<file path="config.mk">
export PLATFORM = sky130hd
export DESIGN_NAME = fetch_controller
export DESIGN_NICKNAME = d
export VERILOG_FILES = /design/src/rtl/fetch_controller.sv
export SDC_FILE = /design/constraint.sdc
export NUM_CORES = 1
export LEC_CHECK = 0
export CAP_MARGIN = 10
export CORE_ASPECT_RATIO = 1.5
export CORE_MARGIN = 1.5
export CORE_UTILIZATION = 45
export CTS_BUF_LIST = sky130_fd_sc_hd__clkbuf_2 sky130_fd_sc_hd__clkbuf_4 sky130_fd_sc_hd__clkbuf_8
export DETAILED_ROUTE_END_ITERATION = 16
export PLACE_DENSITY = 0.83
export SLEW_MARGIN = 40
export SYNTH_ARGS = -nofsm -noshare
export SYNTH_HDL_FRONTEND = slang
export SYNTH_SLANG_ARGS = --single-unit
</file>
<file path="constraint.sdc">
create_clock -name clk -period 1.8 [get_ports clk]
set_clock_uncertainty 0.15 [all_clocks]
set_input_delay 0.18 -clock clk [delete_from_list [all_inputs] [get_ports clk]]
set_output_delay 0.18 -clock clk [all_outputs]
set_load 0.01 [all_outputs]
</file>
<file path="src/rtl/fetch_controller.sv">
// Instruction fetch front end: a sequential fetch PC feeding a two-entry
// {pc, instr} skid buffer toward decode, with a redirect path that flushes
// the buffer and reloads the PC.
module fetch_controller #(
  parameter logic [31:0] RESET_PC = 32'h0000_0000,
  parameter logic [31:0] PC_STEP  = 32'd4
) (
  input  logic        clk,
  input  logic        rst_n,
  input  logic        fetch_en,
  input  logic        redirect_valid,
  input  logic [31:0] redirect_pc,
  output logic [31:0] imem_pc,
  input  logic [31:0] imem_instr,
  output logic        out_valid,
  input  logic        out_ready,
  output logic [31:0] out_pc,
  output logic [31:0] out_instr
);

  logic [31:0] pc_q;
  logic [31:0] buf_pc    [2];
  logic [31:0] buf_instr [2];
  logic [1:0]  count;
  logic        head;
  logic        tail;

  logic        pop;
  logic        fetch;
  logic [1:0]  count_nxt;

  // Handshake and fetch decisions; redirect suppresses any push this cycle.
  always_comb begin
    pop       = (count != 2'd0) && out_ready;
    fetch     = fetch_en && !redirect_valid && ((count < 2'd2) || pop);
    count_nxt = count;
    case ({fetch, pop})
      2'b10:   count_nxt = count + 2'd1;
      2'b01:   count_nxt = count - 2'd1;
      default: count_nxt = count;
    endcase
  end

  // Fetch PC, buffer storage and pointers; redirect flushes and reloads the
  // PC word-aligned, after the concurrent pop (if any) has been presented.
  always_ff @(posedge clk or negedge rst_n) begin
    if (!rst_n) begin
      pc_q  <= RESET_PC;
      count <= 2'd0;
      head  <= 1'b0;
      tail  <= 1'b0;
      for (int i = 0; i < 2; i++) begin
        buf_pc[i]    <= 32'h0;
        buf_instr[i] <= 32'h0;
      end
    end else if (redirect_valid) begin
      pc_q  <= {redirect_pc[31:2], 2'b00};
      count <= 2'd0;
      head  <= 1'b0;
      tail  <= 1'b0;
    end else begin
      count <= count_nxt;
      if (pop) begin
        head <= ~head;
      end
      if (fetch) begin
        buf_pc[tail]    <= pc_q;
        buf_instr[tail] <= imem_instr;
        tail            <= ~tail;
        pc_q            <= pc_q + PC_STEP;
      end
    end
  end

  // Outputs come straight from registers; no input reaches them combinationally.
  always_comb begin
    imem_pc   = pc_q;
    out_valid = (count != 2'd0);
    out_pc    = buf_pc[head];
    out_instr = buf_instr[head];
  end

endmodule

</file>
==> results, run 1 <==
- The sequential cells in the finished layout cover a total of 0.003964 mm2.
- Among cell families on the critical path, the largest total delay comes from buffers and inverters.
- The later pin in the worst-skew pair is clocked with a latency of 460 ps.
- The critical path in this run is classified as flop to primary output.
- After synthesis, the share of flip-flops with an asynchronous set or reset is 100.0%.
- Once the floorplan was initialized, standard cells occupied between 40% and 50% of the core.
- For this run, design rule violations remaining after detail routing come to 0.
- The area of the core region is approximately 0.016 mm2.
- The die is 161.2 um tall.
- Across all layers, the routed design uses 6379 vias.
- The total area of multi-input combinational cells is 0.003959 mm2.
- After synthesis, the cell types taking the most area are dfrtp_1 53%, mux2_2 27%, nand2_1 1.7%.
- The cell area that synthesis handed to floorplanning was 0.007508 mm2.
- The H-tree level count is 4.
- The worst min-delay path class is input pin to asynchronous set/reset pin.
- The total power draw is 12.05 mW.
- The per-cell via count in the routed design is 5.842.
- In the post-route analysis, the smallest setup slack over all paths is -205.1 ps.
- The largest vdd supply drop is about 0.00057 V.
- The worst setup path is launched from a flop.
- The number of CTS-inserted buffers is 17.
- The post-synthesis cell count is 594.
- Clock-pin slew was measured on the worst setup and hold paths at 90 ps.
- The clock tree from TritonCTS is done.
- The share of the Yosys chip area taken by registers is 52.66%.
- The number of cells on the worst reg-to-reg path is 6.
- The number of nets still failing antenna checks after routing is 0.
- For this design the ratio of total power to cell area is 1026 mW/mm2.
- On the final layout, the worst hold slack is 23.78 ps.
- The floorplan step defined a die boundary enclosing 0.01749 mm2.
- The number of enable flip-flop cells after synthesis is 0.
- The worst setup path is captured at a primary output.
- After synthesis, the mean cell area works out to 12.64 um2.
- The setup slack of the most critical reg-to-reg path is -160 ps.
- The number of nets at the end of the flow is 943.
- The tool flagged a number of max-cap violations equal to 0.
- The distinct cell type count of the synthesized netlist is 46.
- The final routed wirelength across all metal layers is 25560 um.
- The diode insertion count for antenna repair is 0.
- Across every metal layer, demand over resource in global routing totals 26.15%.
- The final reports fail on negative setup slack.
- In this run the count of I/O pins placed on the die edge is 166.
- The via count of the first global-routing pass came to ~6700.
- The share of Yosys cell area claimed by the top area cell type is around 53%.
- The slowest stage of the critical path belongs to the cell dfrtp_2.
- The floorplan step set the die width to 108.5 um.
- The placed wire-length estimate after detailed placement is 14210 um.
- The final clock period utilization by the worst path is 111.4%.
- The tree is rooted in a clkbuf_8.
- The finished layout holds 1092 standard cells, fillers aside.
- The endpoint arrival time on the critical path is ~1700 ps.
- The final setup TNS is -10840 ps.
- The sink count of the clock tree is 158.
- The remaining global-route overflow is 0.
- Buffers placed on the I/O ports in this run total approximately 160.
- Setup repair after global routing could not meet its margin everywhere.
- The number of antenna violations at the first check in global routing is 0.
- The total count of max-transition violations in the final report came to 0.
- Of the cells placed in the final design, the portion with a size suffix greater than 1 is 52.93%.
- The synthesized design contains 158 register bits.
- For this design the static power due to leakage is 5.296 nW.
- The largest single stage delay on the critical path is 420 ps.
- The floorplan row count is 57.
- The first-pass GRT wire length is about 35000 um.
- The flow ran to the end, but the final reports show violations.
- Including well taps, the total number of placed cells is 995.
- The final weighted congestion in routability-driven placement is 0.8938.
- The buffer and inverter count on the worst path is 3.
- After detailed routing, the average wire length per cell comes to 23.41 um.
- The number of endpoints with negative hold slack in the final report was 0.
- Among all flip-flop cells after synthesis, the most frequent one is dfrtp_1.
- Entering global routing, the biggest net connects 67 pins.
- The Yosys step of the flow raised 0 warnings.
- The dominant cell type by area after synthesis is dfrtp_1.
- The startpoint of the worst-slack reg-to-reg timing path is imem_pc[20].
- The critical path goes through buf_6, clkbuf_16, mux2_2, clkbuf_2.
- The upper clock frequency limit is 498.7 MHz.
- The first-iteration detailed-routing DRC count is 347.
- After layout, the minimum clock period comes to 2005 ps.
- The endpoint required time on the critical path is 1470 ps.
- The area overhead of the layout relative to synthesis is 56.36%.
- The first-pass detailed-route iteration total is 5.
- The biggest fanout along the worst timing path is 6.
- The buffer levels on the longest clock path is 2.
- The layout has 1016 filler cells.
- The end of the worst register-to-register path is imem_pc[26].
- The final setup violation count is 78.
## power breakdown
part	internal, mW	total (mW)	switching (mW)
Combinational	2.77	4.44	1.67
Clock	1.21	2.58	1.37
Sequential	4.45	5.03	0.575
Total	8.44	12.0	3.61
## metal layers
metal	vias to the layer above	track usage, %	share of wire [%]
met1	3234	29.67	37
met2	312	46.86	53
met4	0	11.54	5.0
li1	2721	-	-
met5	-	0	0
met3	112	4.964	5.3
## flip-flops by register name, summed over array words and instances, names as in the netlist
signal / count
buf_instr: 64
tail: 1
count: 2
buf_pc: 60
imem_pc: 30
head: 1
## cell type report
class	count	area share, %
Clock buffer	21	2.355
Clock inverter	11	0.9166
Inverter	7	0.2238
Multi-Input combinational cell	391	33.72
Sequential cell	158	33.76
Tap cell	206	2.195
Timing Repair Buffer	298	26.83
## worst max-delay path by stage
stage	start	to	slack, ps	cells after the start
after floorplan	imem_pc[3]	imem_pc[20]	-60	6
after detailed placement	out_ready	imem_pc[12]	-370	7
after global routing	head	out_pc[12]	-240	4
after global placement	out_ready	imem_pc[16]	-320	7
final	head	out_pc[12]	-210	4
after CTS	head	out_pc[30]	-420	5
## repair_timing
action                     4_1_cts  5_1_grt
buffers inserted                35       19
resized for setup              340      225
cloned                           5       13
pin swaps                       15       27
setup endpoints to repair      114      193
hold buffers                     1        0
hold endpoints to repair       158        0
## cells in the final DEF, fill, tap and decap left out, types with 6 or more instances in the layout
master	count
buf_6	88
inv_1	6
nand3_1	15
clkdlybuf4s50_1	65
dlygate4sd2_1	23
buf_4	84
clkbuf_8	19
mux2_2	73
xor2_1	8
dfrtp_2	8
nor2_1	19
mux2_4	108
clkbuf_16	9
nand2_1	31
a31oi_1	7
buf_12	11
or4_1	6
o21ai_0	19
dfrtp_1	150
nand4_1	12
## through the flow
step / cell area, um2 / setup WS, ps / util, %
after floorplan: 7533 / -63.75 / -
after global placement: 9781 / -324.8 / 60.15
after detailed placement: 9781 / -368.2 / 60.15
after CTS: 10760 / -417.4 / 66.14
after global routing: 11740 / -240.8 / 72.20
final: 11740 / -205.1 / 72.20
## logic make-up (layout without fill, tap and decap cells)
logic type	after synthesis	in the layout	synth area share (%)
AOI/OAI and AO/OA	58	58	5.132
and+or+nand+nor	135	136	10.10
xor gates and xnor gates	8	8	0.9332
muxes	184	184	27.55
adders and majority gates	1	1	0.1666
buffers and inverters	49	337	3.416
DFF	158	158	52.66
other	1	4	0.04994
## cells in the mapped netlist (all sizes together), types with 4 or more instances
cell type  number
o311ai          7
or2             4
and4            6
nor4            4
nand4          14
or3             4
o21ai          22
inv             6
buf            27
or4            10
a31oi           9
nand3          22
and2            7
nor2           19
mux2          181
o31ai           6
dfrtp         158
xor2            8
nand2          34
and3            4
clkbuf         15
## worst reg2reg max path: cells and delay by family, from the launching register on
family,cells,cell delay (ps)
flip-flops,1,400
AND/OR/NAND/NOR,3,850
AO/OA/AOI/OAI,1,210
buffers and inverters,2,250
Power figures use the tool's default switching activity.
==> run 2, diff against run 1 <==
Settings changed: PLACE_DENSITY 0.83 to 0.8.
Clock period 1.8 ns to 1.9 ns, I/O delays scaled along.
==> run 2 against run 1 <==
The flow still finishes with violations (negative setup slack); sequential cell count unchanged; clock power is 7% lower; power decreased by 15%; global-route usage shrank 1.9 points; sequential power shrank 7.2%; setup slack improved by 16 ps; combinational power down 28%; via count shrank 7.7%; first-iteration DRC count fell by 9.2%; sequential share of layout area grew 4.1 points; critical endpoint is now out_instr[20]; largest power group unchanged.
==> results, run 2 (synthesis gave the netlist of run 1 again) <==
- The run finished, with violations left.
- The checks that failed: negative setup slack.
- TritonCTS built the clock tree.
- The root buffer cell chosen for the clock tree is clkbuf_8.
- Dividing total power by cell area gives a power density of 981.9 mW/mm2.
- The worst path setup slack after routing is -189.4 ps.
- Data on the critical path is required at its endpoint by 1560 ps.
- The endpoint type of the worst setup path is a primary output.
- The first-iteration detailed-routing DRC count is between 300 and 400.
- The number of CTS-inserted buffers is 17.
- In the routed layout, each cell is associated on average with a via count of 5.616.
- The upper clock frequency limit is 478.6 MHz.
- The library cells used most frequently in the layout, excluding fill and tap cells, are 169 x mux2_2, 154 x dfrtp_1, 77 x buf_4.
- The first global-routing pass estimated between 30000 and 40000 um of wire.
- The die covers between 0.015 and 0.02 mm2.
- The clock tree synthesis step divided the H-tree into 4 levels.
- Detailed placement ended at an HPWL of 14100 um.
- Counting tap cells, the placed design contains a total of 987 instances.
- The transition time at the pin with the least slew margin is 570.0 ps.
- In the final layout, the share of cells above drive strength 1 is 46.32%.
- The biggest fanout along the worst timing path is 13.
- The met3 wire length is 1017 um.
- The clock reaches the later pin of the worst-skew pair after 470 ps.
- Setup violations remaining at the end of the flow were counted as between 60 and 70.
- The initial core utilization is 46.18%.
- The final setup TNS is -7491 ps.
- The worst stage delay on the critical path is 430 ps.
- The final clock period utilization by the worst path is 110.0%.
- The number of antenna violations at the first check in global routing is 0.
- The worst setup path is of the flop to primary output kind.
- The buffer levels on the longest clock path is 2.
- The largest net degree at the start of global routing is 57.
- The count of placed standard cells in the final layout, fillers left out is 1049.
- The number of endpoints with negative hold slack in the final report was 0.
- The area of the core region is between 0.015 and 0.02 mm2.
- The final routed wirelength across all metal layers is 20820 um.
- Power comes to 10.26 mW.
- The clock-pin slew on the worst setup and hold paths is approximately 90 ps.
- The endpoint arrival time on the critical path is 1750 ps.
- Max-cap violations in this run came to 0.
- The first-pass detailed-route iteration total is 5.
- Global routing used 24.25% of the available tracks across all layers.
- The relative slew slack is 62.00%.
- The I/O pin total is roughly 170.
- From synthesis to final layout, the design area changed by 39.23%.
- The worst min-delay path class is input pin to flop.
- IR analysis of the VDD net gives a maximum drop of roughly 0.00049 V.
- The most flop-heavy register is buf_instr.
- The library cell contributing the largest single delay on the critical path is dfrtp_2.
- The via count of the first global-routing pass is 6298.
- The register with the most flip-flops in the layout has 64 of them.
- The x dimension of the die is roughly 110 um.
- The number of nets at the end of the flow is 899.
- The tightest hold path in the finished design has a slack of 44.47 ps.
- After floorplanning, the core was divided into 57 placement rows.
- The leakage power total is approximately 4.6 nW.
- The total count of max-transition violations in the final report was 0.
- At the end of the flow the core is filled with cells to between 60 and 70%.
- Dividing the detail-routed wire length by the instance count gives 19.84 um.
- The placed instances occupy a cell area of 0.009766 mm2.
- The number of buffer cells added on primary ports is 159.
- The top layer reached by signal wires is met4.
- The shortest clock period the worst path allows after layout is 2089 ps.
- In the final routing, the length of wire on met1 measures 7873 um.
- The worst-case setup slack after placement is -276.5 ps.
- Setup repair after global routing could not meet its margin everywhere.
- In this run the remaining antenna-violating nets after routing total 0.
- Traced cell by cell, the critical path runs through buf_6, buf_12, mux2_2, clkdlybuf4s15_2.
- The remaining global-route overflow is 0.
- With fillers left out, the area of the finished cells amounts to 0.01045 mm2.
- For this block, the via count after detailed routing is approximately 5900.
- The commonest non-fill, non-tap cell in the layout is mux2_2.
- For this run, design rule violations remaining after detail routing come to 0.
- For this design, the sink count on the clock tree is between 150 and 200.
- Wire segments on met2 add up to 11320 um in the final route.
- The floorplan step set the die height to 161.2 um.
- The worst setup path is launched from a flop.
- The final weighted congestion in routability-driven placement is 0.8575.
## run 2: path summary, 6_finish.rpt
check	endpoint	slack [ps]	startpoint	cells after the start
min in group asynchronous	buf_pc[15]	90	rst_n	2
setup / recovery	out_instr[20]	-190	head	4
max in group asynchronous	imem_pc[2]	840	rst_n	3
hold / removal	head	40	redirect_valid	3
hold reg to reg	buf_pc[43]	350	buf_pc[43]	1
setup reg to reg	imem_pc[24]	-80	imem_pc[3]	6
## run 2: layout make-up
class | instances | area [um2]
Fill cell | 1249 | 5807
Sequential cell | 158 | 3959
Multi-Input combinational cell | 390 | 3437
Timing Repair Buffer | 255 | 2400
Tap cell | 206 | 257.7
Clock buffer | 18 | 247.7
Clock inverter | 14 | 123.9
Inverter | 7 | 26.28
Antenna cell | 1 | 2.502
## run 2: what timing repair did
| action | CTS | global route |
|---|---|---|
| pin swaps | 8 | 13 |
| hold buffers | 1 | 0 |
| endpoints found under the setup margin | 79 | 99 |
| resized for setup | 187 | 115 |
| cloned | 2 | 1 |
| endpoints found under the hold margin | 127 | 0 |
| buffers inserted | 14 | 14 |
## run 2: worst max-delay path: cells and delay by family, from the launching register on
family,cells,cell delay [ps]
DFF,1,430
muxes,1,350
buffers and inverters,3,500
## run 2: report_power, final
part | leakage (nW) | switching (mW) | total (mW) | internal (mW)
logic | 2.56 | 1.31 | 3.19 | 1.88
registers | 1.88 | 0.459 | 4.67 | 4.21
clock network | 0.187 | 1.42 | 2.41 | 0.987
total | 4.62 | 3.18 | 10.3 | 7.08
## run 2: layer usage
metal,up-vias,track usage [%]
met1,2989,27.85
met3,57,4.964
li1,2630,-
met4,0,9.450
met2,215,43.45
met5,-,0
==> run 3, diff against run 2 <==
Settings changed: PLACE_DENSITY 0.8 to 0.74.
==> run 3 against run 2 <==
The flow still finishes with violations (negative setup slack); power grew 5.1%; final area grew 4.4%; combinational power grew 13%; non-clock buffer count is the same; sequential power is essentially flat; core utilization grew 2.8 points; sequential cell count is the same; sequential share of layout area shrank 1.6 points; setup slack gained 12 ps; hold slack gained 69 ps; via count grew 0.46%.
==> results, run 3 (synthesis gave the netlist of run 1 again) <==
- The first-iteration detailed-routing DRC count is 271.
- Setup repair after global routing could not meet its margin everywhere.
- The endpoint arrival time on the critical path is 1740 ps.
- The shortest clock period the worst path allows after layout is 2077 ps.
- For this design the static power due to leakage is 4.779 nW.
- The startpoint class of the critical path is a flop.
- The total power draw is between 10 and 15 mW.
- The proportion of total power due to net switching is 30.06%.
- The number of nets at the end of the flow is 899.
- The worst setup path is captured at a primary output.
- The cell internal power dissipation is 7.542 mW.
- The upper clock frequency limit is 481.4 MHz.
- The insertion delay to the later sink of the worst-skew pair is around 460 ps.
- The total area of multi-input combinational cells is 0.003537 mm2.
- The final routed wirelength across all metal layers is ~22000 um.
- The number of endpoints with negative hold slack in the final report is 0.
- The floorplan row count is 57.
- The type of the setup path with the least slack is flop to primary output.
- Including well taps, the total number of placed cells is 982.
- In this run the power density over the cells is 987.9 mW/mm2.
- The H-tree level count is 4.
- The biggest fanout along the worst timing path is 8.
- The most flop-heavy register is buf_instr.
- After clock tree synthesis, the clock-pin slew on the worst setup and hold paths is around 90 ps.
- After detailed placement, the total cell area comes to 0.009691 mm2.
- The via count of the first global-routing pass is 6181.
- The final weighted congestion in routability-driven placement is 0.8882.
- Leaving out fill and tap cells, the most frequent cells in the layout are 161 x mux2_2, 152 x dfrtp_1, 76 x clkdlybuf4s50_1.
- For this run, design rule violations remaining after detail routing come to 0.
- The worst path setup slack after routing is -177.4 ps.
- The final setup violation count is 66.
- The area enclosed by the die boundary is 0.01749 mm2.
- The share of the core filled with cells is 67.13%.
- The relative slew slack is 62.05%.
- Hold is met by 113.3 ps.
- The die is between 100 and 150 um wide.
- For the worst setup path, the data required time is around 1600 ps.
- The fraction of layout cells with a size suffix above 1 is between 40% and 50%.
- The flip-flop count of the largest register, all copies and words added is 64.
- The worst-case IR drop observed on VDD is 0.0005087 V.
- The floorplan step set the die height to ~160 um.
- The area growth from synthesis to layout is 45.38%.
- The area of the core region is 0.01626 mm2.
- After routing the design area is approximately 0.011 mm2.
- The clock tree from TritonCTS is done.
- For this configuration, the core starts out at a cell density of 46.18%.
- In this run the remaining antenna-violating nets after routing total 0.
- The clock network burns approximately 23% of the power.
- Buffers placed on the I/O ports in this run total 159.
- The number of antenna violations at the first check in global routing is 1.
- After the flow finishes, the layout carries non-filler instances totaling about 1000.
- The final reports fail on negative setup slack.
- The min-delay analysis places its worst path in the category input pin to asynchronous set/reset pin.
- The commonest non-fill, non-tap cell in the layout is mux2_2.
- The combinational fraction of design power is 33.5%.
- The first TritonRoute pass finished after 5 iterations.
- The net switching power is 3.241 mW.
- The largest net degree at the start of global routing is 56.
- The I/O pin total is 166.
- The first global-routing pass estimated 33130 um of wire.
- The clock drives ~160 sinks.
- The transition time at the pin with the least slew margin is about 570 ps.
- The mean routed wirelength per cell is roughly 21 um.
- In the finished design, the share of the clock period the worst path needs comes to 109.3%.
- The footprint of the flip-flops and latches is between 0.003 and 0.004 mm2.
- The total vias in the final route is 5918.
- The number of CTS-inserted buffers is 17.
- Across the run, the number of max-cap violations was 0.
- The total track usage is 24.80%.
- The share of total power in sequential cells is 43.2%.
- The master cell of the clock root buffer is clkbuf_8.
- The per-cell via count in the routed design is 5.642.
- In this run the deepest clock path goes through 2 buffers.
- The final-layout fill cell count is about 1200.
- The total count of max-transition violations in the final report is 0.
- The flow ran to the end, but the final reports show violations.
- The remaining global-route overflow is 0.
- The placed wire-length estimate after detailed placement is 13540 um.
==> run 3: cell count changes in the layout (fill, tap and decap cells not counted), sizes merged, moves of 3 or more <==
cell	previous run	this run
clkdlybuf4s15	10	0
dlymetal6s2s	16	13
clkdlybuf4s50	72	76
dlygate4sd2	10	6
clkbuf	28	24
buf	136	152
==> run 3: final timing paths <==
kind                                 from       endpoint  slack (ps)  cells past startpoint
min in group clk           redirect_pc[6]     imem_pc[6]         160                      3
hold / removal                      rst_n     buf_pc[48]         110                      2
setup / recovery                     head  out_instr[29]        -180                      5
setup reg to reg              imem_pc[14]    imem_pc[23]         -50                      6
hold reg to reg                buf_pc[30]     buf_pc[30]         340                      2
max in group asynchronous           rst_n    imem_pc[29]         830                      3
==> run 3: area by class of cell <==
type / instances / area share (%)
antenna: 1 / 0.02293
clock buffer: 18 / 2.270
clock inverter: 14 / 1.330
inverter: 7 / 0.2407
multi-input combinational: 390 / 32.40
sequential: 158 / 36.29
tap: 206 / 2.361
timing repair buffer: 255 / 25.08
==> run 3: worst max-delay path: stages (launching register included) <==
cell and delay, ps:
dfrtp_2 440, buf_6 130, buf_6 130, buf_12 140, mux2_4 320, buf_6 120
==> run 3: per-layer routing <==
| metal | track usage [%] | up-vias | routed length (um) |
|---|---|---|---|
| met5 | 0 | - | 0 |
| met4 | 10.17 | 0 | 651 |
| met3 | 5.004 | 42 | 1047 |
| met2 | 43.71 | 223 | 11920 |
| met1 | 28.94 | 3020 | 8096 |
| li1 | - | 2633 | - |
==> run 3: metrics by stage <==
step	setup TNS, ps	setup slack, ps
final	-6320	-177.4
after global placement	-20250	-190.4
after floorplan	0	10.77
after global routing	-11050	-230.0
after detailed placement	-20320	-216.9
after CTS	-8514	-185.0
==> run 3: what timing repair did <==
item | in CTS | in global routing
pin swaps | 4 | 11
buffers inserted | 12 | 10
hold buffers | 2 | 0
resized for setup | 329 | 86
endpoints found under the setup margin | 74 | 167
endpoints found under the hold margin | 148 | 0
cloned | 7 | 4
==> run 3: power groups by stage <==
stage,Clock (mW),Sequential [mW],Combinational (mW)
CTS,2.55,4.64,3.47
finish,2.50,4.66,3.62
global route,2.72,4.77,3.85
global placement,0,4.64,3.16
detailed placement,0,4.72,3.24
floorplan,0,4.62,1.66
